[src/rtl/dymfns_link_ctrl.sv]
// dymfns_link_ctrl: stream controller for the 9-group Dy-MFNS encoder array.
// Raw 54-bit words enter through a valid/ready handshake, are registered in
// stage A to drive the encoder array, and the array's combinational codeword
// is captured in stage B. Per-group fault flags are only rewritten once both
// stages are empty, so every in-flight word is encoded with a single flag set.
module dymfns_link_ctrl #(
    parameter int NUM_GROUPS = 9,
    parameter int DATA_W     = 6,
    parameter int CODE_W     = 9,
    parameter int FLAG_W     = 8
) (
    input  logic                           clk,
    input  logic                           rst_n,
    input  logic                           s_valid,
    output logic                           s_ready,
    input  logic [NUM_GROUPS*DATA_W-1:0]   s_data,
    input  logic                           cfg_valid,
    output logic                           cfg_ready,
    input  logic [3:0]                     cfg_group,
    input  logic [FLAG_W-1:0]              cfg_flag,
    output logic                           cfg_err,
    output logic [NUM_GROUPS*DATA_W-1:0]   enc_data,
    output logic [NUM_GROUPS*FLAG_W-1:0]   enc_flag,
    input  logic [NUM_GROUPS*CODE_W-1:0]   code_in,
    output logic                           m_valid,
    input  logic                           m_ready,
    output logic [NUM_GROUPS*CODE_W-1:0]   m_code,
    output logic                           busy
);

    localparam int RAW_W  = NUM_GROUPS * DATA_W;
    localparam int CW_W   = NUM_GROUPS * CODE_W;
    localparam int FLAGS_W = NUM_GROUPS * FLAG_W;

    // Highest legal group index plus one, sized to the cfg_group port.
    localparam logic [3:0] GROUP_LIMIT = 4'(NUM_GROUPS);

    // Flag-update controller states.
    localparam logic [1:0] ST_RUN   = 2'd0;
    localparam logic [1:0] ST_DRAIN = 2'd1;
    localparam logic [1:0] ST_APPLY = 2'd2;

    logic [1:0]         r_state;
    logic               r_a_valid;
    logic               r_b_valid;
    logic [RAW_W-1:0]   r_enc_data;
    logic [CW_W-1:0]    r_m_code;
    logic [FLAGS_W-1:0] r_flag;
    logic               r_cfg_ready;
    logic               r_cfg_err;
    logic [3:0]         r_cfg_group;
    logic [FLAG_W-1:0]  r_cfg_flag;

    logic w_adv_b;
    logic w_s_ready;
    logic w_s_fire;
    logic w_cfg_take;
    logic w_cfg_ok;
    logic w_drained;

    // Stage A hands its word to stage B when B is empty or being emptied.
    assign w_adv_b   = r_a_valid & (~r_b_valid | m_ready);
    // Ready depends only on registered state, never on s_valid/cfg_valid.
    assign w_s_ready = (r_state == ST_RUN) & (~r_a_valid | w_adv_b);
    assign w_s_fire  = s_valid & w_s_ready;
    // While the previous request's cfg_ready pulse is out, the requester may
    // still be holding cfg_valid for that request; don't treat it as new.
    assign w_cfg_take = (r_state == ST_RUN) & cfg_valid & ~r_cfg_ready;
    assign w_cfg_ok   = (cfg_group < GROUP_LIMIT);
    assign w_drained  = ~r_a_valid & ~r_b_valid;

    // Stage A: capture accepted raw words; this register drives the array.
    // NOTE: all clocked state uses non-blocking assignments so every register
    // samples pre-edge values regardless of block evaluation order.
    always_ff @(posedge clk or negedge rst_n) begin
        if (!rst_n) begin
            r_a_valid  <= 1'b0;
            r_enc_data <= '0;
        end else if (w_s_fire) begin
            r_a_valid  <= 1'b1;
            r_enc_data <= s_data;
        end else if (w_adv_b) begin
            r_a_valid  <= 1'b0;
        end
    end

    // Stage B: capture the array's codeword and hold it until taken.
    always_ff @(posedge clk or negedge rst_n) begin
        if (!rst_n) begin
            r_b_valid <= 1'b0;
            r_m_code  <= '0;
        end else if (w_adv_b) begin
            r_b_valid <= 1'b1;
            r_m_code  <= code_in;
        end else if (m_ready) begin
            r_b_valid <= 1'b0;
        end
    end

    // Request sequencing: RUN -> DRAIN until both stages empty -> APPLY -> RUN.
    always_ff @(posedge clk or negedge rst_n) begin
        if (!rst_n) begin
            r_state     <= ST_RUN;
            r_cfg_ready <= 1'b0;
            r_cfg_err   <= 1'b0;
            r_cfg_group <= '0;
            r_cfg_flag  <= '0;
        end else begin
            r_cfg_ready <= 1'b0;
            r_cfg_err   <= 1'b0;
            case (r_state)
                ST_RUN: begin
                    if (w_cfg_take) begin
                        if (w_cfg_ok) begin
                            r_state     <= ST_DRAIN;
                            r_cfg_group <= cfg_group;
                            r_cfg_flag  <= cfg_flag;
                        end else begin
                            r_cfg_ready <= 1'b1;
                            r_cfg_err   <= 1'b1;
                        end
                    end
                end
                ST_DRAIN: begin
                    if (w_drained) begin
                        r_state <= ST_APPLY;
                    end
                end
                ST_APPLY: begin
                    r_cfg_ready <= 1'b1;
                    r_state     <= ST_RUN;
                end
                default: begin
                    r_state <= ST_RUN;
                end
            endcase
        end
    end

    // Fault flags: rewritten only in APPLY, one group at a time.
    // NOTE: the flag bank is functional state that the array reads from the
    // first cycle, so it is reset (to all ones) rather than left as storage.
    always_ff @(posedge clk or negedge rst_n) begin
        if (!rst_n) begin
            r_flag <= '1;
        end else if (r_state == ST_APPLY) begin
            for (int g = 0; g < NUM_GROUPS; g++) begin
                if (r_cfg_group == 4'(g)) begin
                    r_flag[g*FLAG_W +: FLAG_W] <= r_cfg_flag;
                end
            end
        end
    end

    assign s_ready   = w_s_ready;
    assign enc_data  = r_enc_data;
    assign enc_flag  = r_flag;
    assign m_valid   = r_b_valid;
    assign m_code    = r_m_code;
    assign cfg_ready = r_cfg_ready;
    assign cfg_err   = r_cfg_err;
    assign busy      = r_a_valid | r_b_valid | (r_state != ST_RUN);

endmodule
[config.mk]
export PLATFORM = sky130hd
export DESIGN_NAME = dymfns_link_ctrl
export DESIGN_NICKNAME = d
export VERILOG_FILES = /design/src/rtl/dymfns_link_ctrl.sv
export SDC_FILE = /design/constraint.sdc
export NUM_CORES = 1
export LEC_CHECK = 0
export ABC_AREA = 0
export BUFFER_PORTS_ARGS = -buffer_cell sky130_fd_sc_hd__buf_2
export CAP_MARGIN = 15
export CORE_AREA = 3 3 139 141
export CTS_BUF_LIST = sky130_fd_sc_hd__clkbuf_16
export DETAILED_ROUTE_END_ITERATION = 8
export DIE_AREA = 0 0 142 144
export MAX_ROUTING_LAYER = met4
export PLACE_DENSITY = 0.9
export SYNTH_ARGS = -nofsm -noshare
export SYNTH_HDL_FRONTEND = slang
export SYNTH_SLANG_ARGS = --single-unit
[constraint.sdc]
create_clock -name clk -period 4.5 [get_ports clk]
set_input_delay 0.9 -clock clk [delete_from_list [all_inputs] [get_ports clk]]
set_output_delay 0.9 -clock clk [all_outputs]
set_load 0.005 [all_outputs]
==> impl_metrics.ini <==
[clock_network]
clkTransAtPathRegs_ps = 60
cts_sinks = 225
hold_buffers = 0
cts_tree = yes
clock_latency_ps = 490
cts_resized = 0
htree_levels = 1
clock_path_buffers = 3
cts_setup_buffers = 0
root_buffer = clkbuf_16
numCtsBuffers = 23

[setup_path]
worstPathArrival_ps = 1520
start_kind = flip-flop
critPathKind = flip-flop to output pin
reg2reg_depth = 4
endpoint_kind = output pin
worstPathRequired_ps = 3600
worst-path-max-fanout = 7

[timing]
hold_viol = 0
rsz0062_at_grt = no
clock_skew_ps = 11.3
fin_crit_ps = 2420
setup_viol = 0
setup_slack_ps = 2080
tightest_slew_ps = 1100
whs_ps = 498
slew_headroom = 0.264
fin_setup_tns_ps = 0
period_share = 0.538
timing.fmax_mhz = 413
slew_viol_final = 0

[power]
power_leakage_nw = 5.63
power.share.sequential = 0.446
powerDensity_nw_per_um2 = 735
comb_power_share = 0.325
internal_power_mw = 5.83
p_switching_mw = 2.51
ir_drop_mv = 0.543
swShare = 0.301
clkPwrFrac = 0.229
power.total_mw = 8.34

[floorplanning]
die_h_um = 144
dieWidth_um = 142
initial_core_util = 0.470
ios = 364
coreArea_um2 = 18100
rows = 49
die_area_um2 = 20400

[placed_design]
place.port_buffers = 363
dp_hpwl_um = 16000
place_congestion = 0.812
place_ws_ps = 1760
placed_area_um2 = 10600

[synthesis]
synth_edf_count = 0
ys.flop_type = dfrtp_1
synth.avg_cell_area_um2 = 16.9
async_flop_share = 1.00
yosysWarnings = 0
ys_types = 28
ys_ff_latch = 225
synth_area_um2 = 8510
syn_nets = 655
yosysSeqAreaShare = 0.672
syn_inst = 503

[cells_and_area]
multi_input_area_um2 = 2690
most-common-layout-cells = buf_2, mux2_2, dfrtp_1, dfstp_2, clkbuf_16
fillCellCount = 1328
final-seq-area_um2 = 5720
fin_area_um2 = 11400
area_growth_pct = 33.4
fin_nets = 1023
layout-drive-gt1-share = 0.780
final_common_cell = buf_2
num_antenna_cells = 0

[global_route]
grt_pass1_vias = 6167
track_usage = 0.211
grt_max_degree = 125
grt_pass1_wl_um = 33200
overflow = 0
antenna_found_initial = 0

[route]
routed_wl_um = 21800
dr.pass1.iters = 6
drt_iter0_drc = 257
detail_route.vias_per_cell = 5.06
drc = 0
routedWlPerCell_um = 19.5
drtAntennaViolNets = 0
vias = 5650

[min_path]
hold_path.class = primary input to asynchronous set/reset pin

[flow_run]
cap_viol_max_count = 0

[status]
outcome = complete, no violations
registers in the layout, indices dropped and copies added (netlist names):
signal,cells
cfg_err,1
cfg_ready,1
enc_data,54
enc_flag,72
m_code,81
m_valid,1
r_a_valid,1
r_cfg_flag,8
r_cfg_group,4
r_state,2
cells in the mapped netlist (2+ instances only):
master | count | area share
dfstp_2 | 72 | 0.22
clkbuf_1 | 9 | 0.0040
nor2_1 | 5 | 0.0022
buf_1 | 8 | 0.0035
mux2_4 | 5 | 0.0088
nand2_1 | 8 | 0.0035
dfrtp_1 | 153 | 0.45
nand3_1 | 2 | 0.0012
buf_2 | 6 | 0.0035
nand3b_1 | 4 | 0.0035
mux2_2 | 210 | 0.28
a22o_1 | 3 | 0.0031
nand2b_1 | 2 | 0.0015
inv_1 | 2 | 0.00088
final cells by class:
cell class / instances / share of cell area
sequential: 225 / 0.504
multi-input combinational: 252 / 0.237
timing repair buffer: 367 / 0.165
clock buffer: 29 / 0.0639
tap: 229 / 0.0252
clock inverter: 12 / 0.00485
inverter: 2 / 0.000661
critical path, stage by stage (launching register included):
cell     delay, ps
dfrtp_1        450
nor2_1         280
and2_1         180
buf_2          110
metal layers:
| metal | share of wire | GRT usage | vias to the layer above |
|---|---|---|---|
| li1 | - | - | 2512 |
| met1 | 0.38 | 0.239 | 2852 |
| met2 | 0.53 | 0.375 | 241 |
| met3 | 0.066 | 0.0470 | 45 |
| met4 | 0.028 | 0.0667 | 0 |
| met5 | 0 | - | - |
through the flow:
stage	std cells	utilization
after global placement	1075	0.585
final	1116	0.628
after detailed placement	1075	0.585
after CTS	1116	0.628
after floorplan	503	-
after global routing	1116	0.628
logic make-up after synthesis:
| kind of cell | synth area share |
|---|---|
| flip-flops | 0.672 |
| multiplexers | 0.287 |
| AND/OR/NAND/NOR | 0.0219 |
| buffers and inverters | 0.0132 |
| AO/OA/AOI/OAI | 0.00588 |
power groups by stage:
| stage | Combinational (mW) | Sequential, mW | Clock (mW) |
|---|---|---|---|
| after floorplan | 1.40 | 3.64 | 0 |
| after global placement | 2.64 | 3.68 | 0 |
| after detailed placement | 2.74 | 3.74 | 0 |
| after CTS | 2.77 | 3.72 | 1.94 |
| after global routing | 2.93 | 3.85 | 2.03 |
| final | 2.71 | 3.72 | 1.91 |
worst paths after layout:
check / from / to / slack (ps)
setup / recovery: r_state[0] / s_ready / 2080
hold / removal: rst_n / m_code[37] / 500
setup reg to reg: r_state[0] / enc_data[45] / 2110
hold reg to reg: enc_data[49] / enc_data[49] / 500
max in group asynchronous: rst_n / enc_flag[58] / 3050
min in group clk: enc_data[49] / enc_data[49] / 500
(Power assumes the default switching activity.)
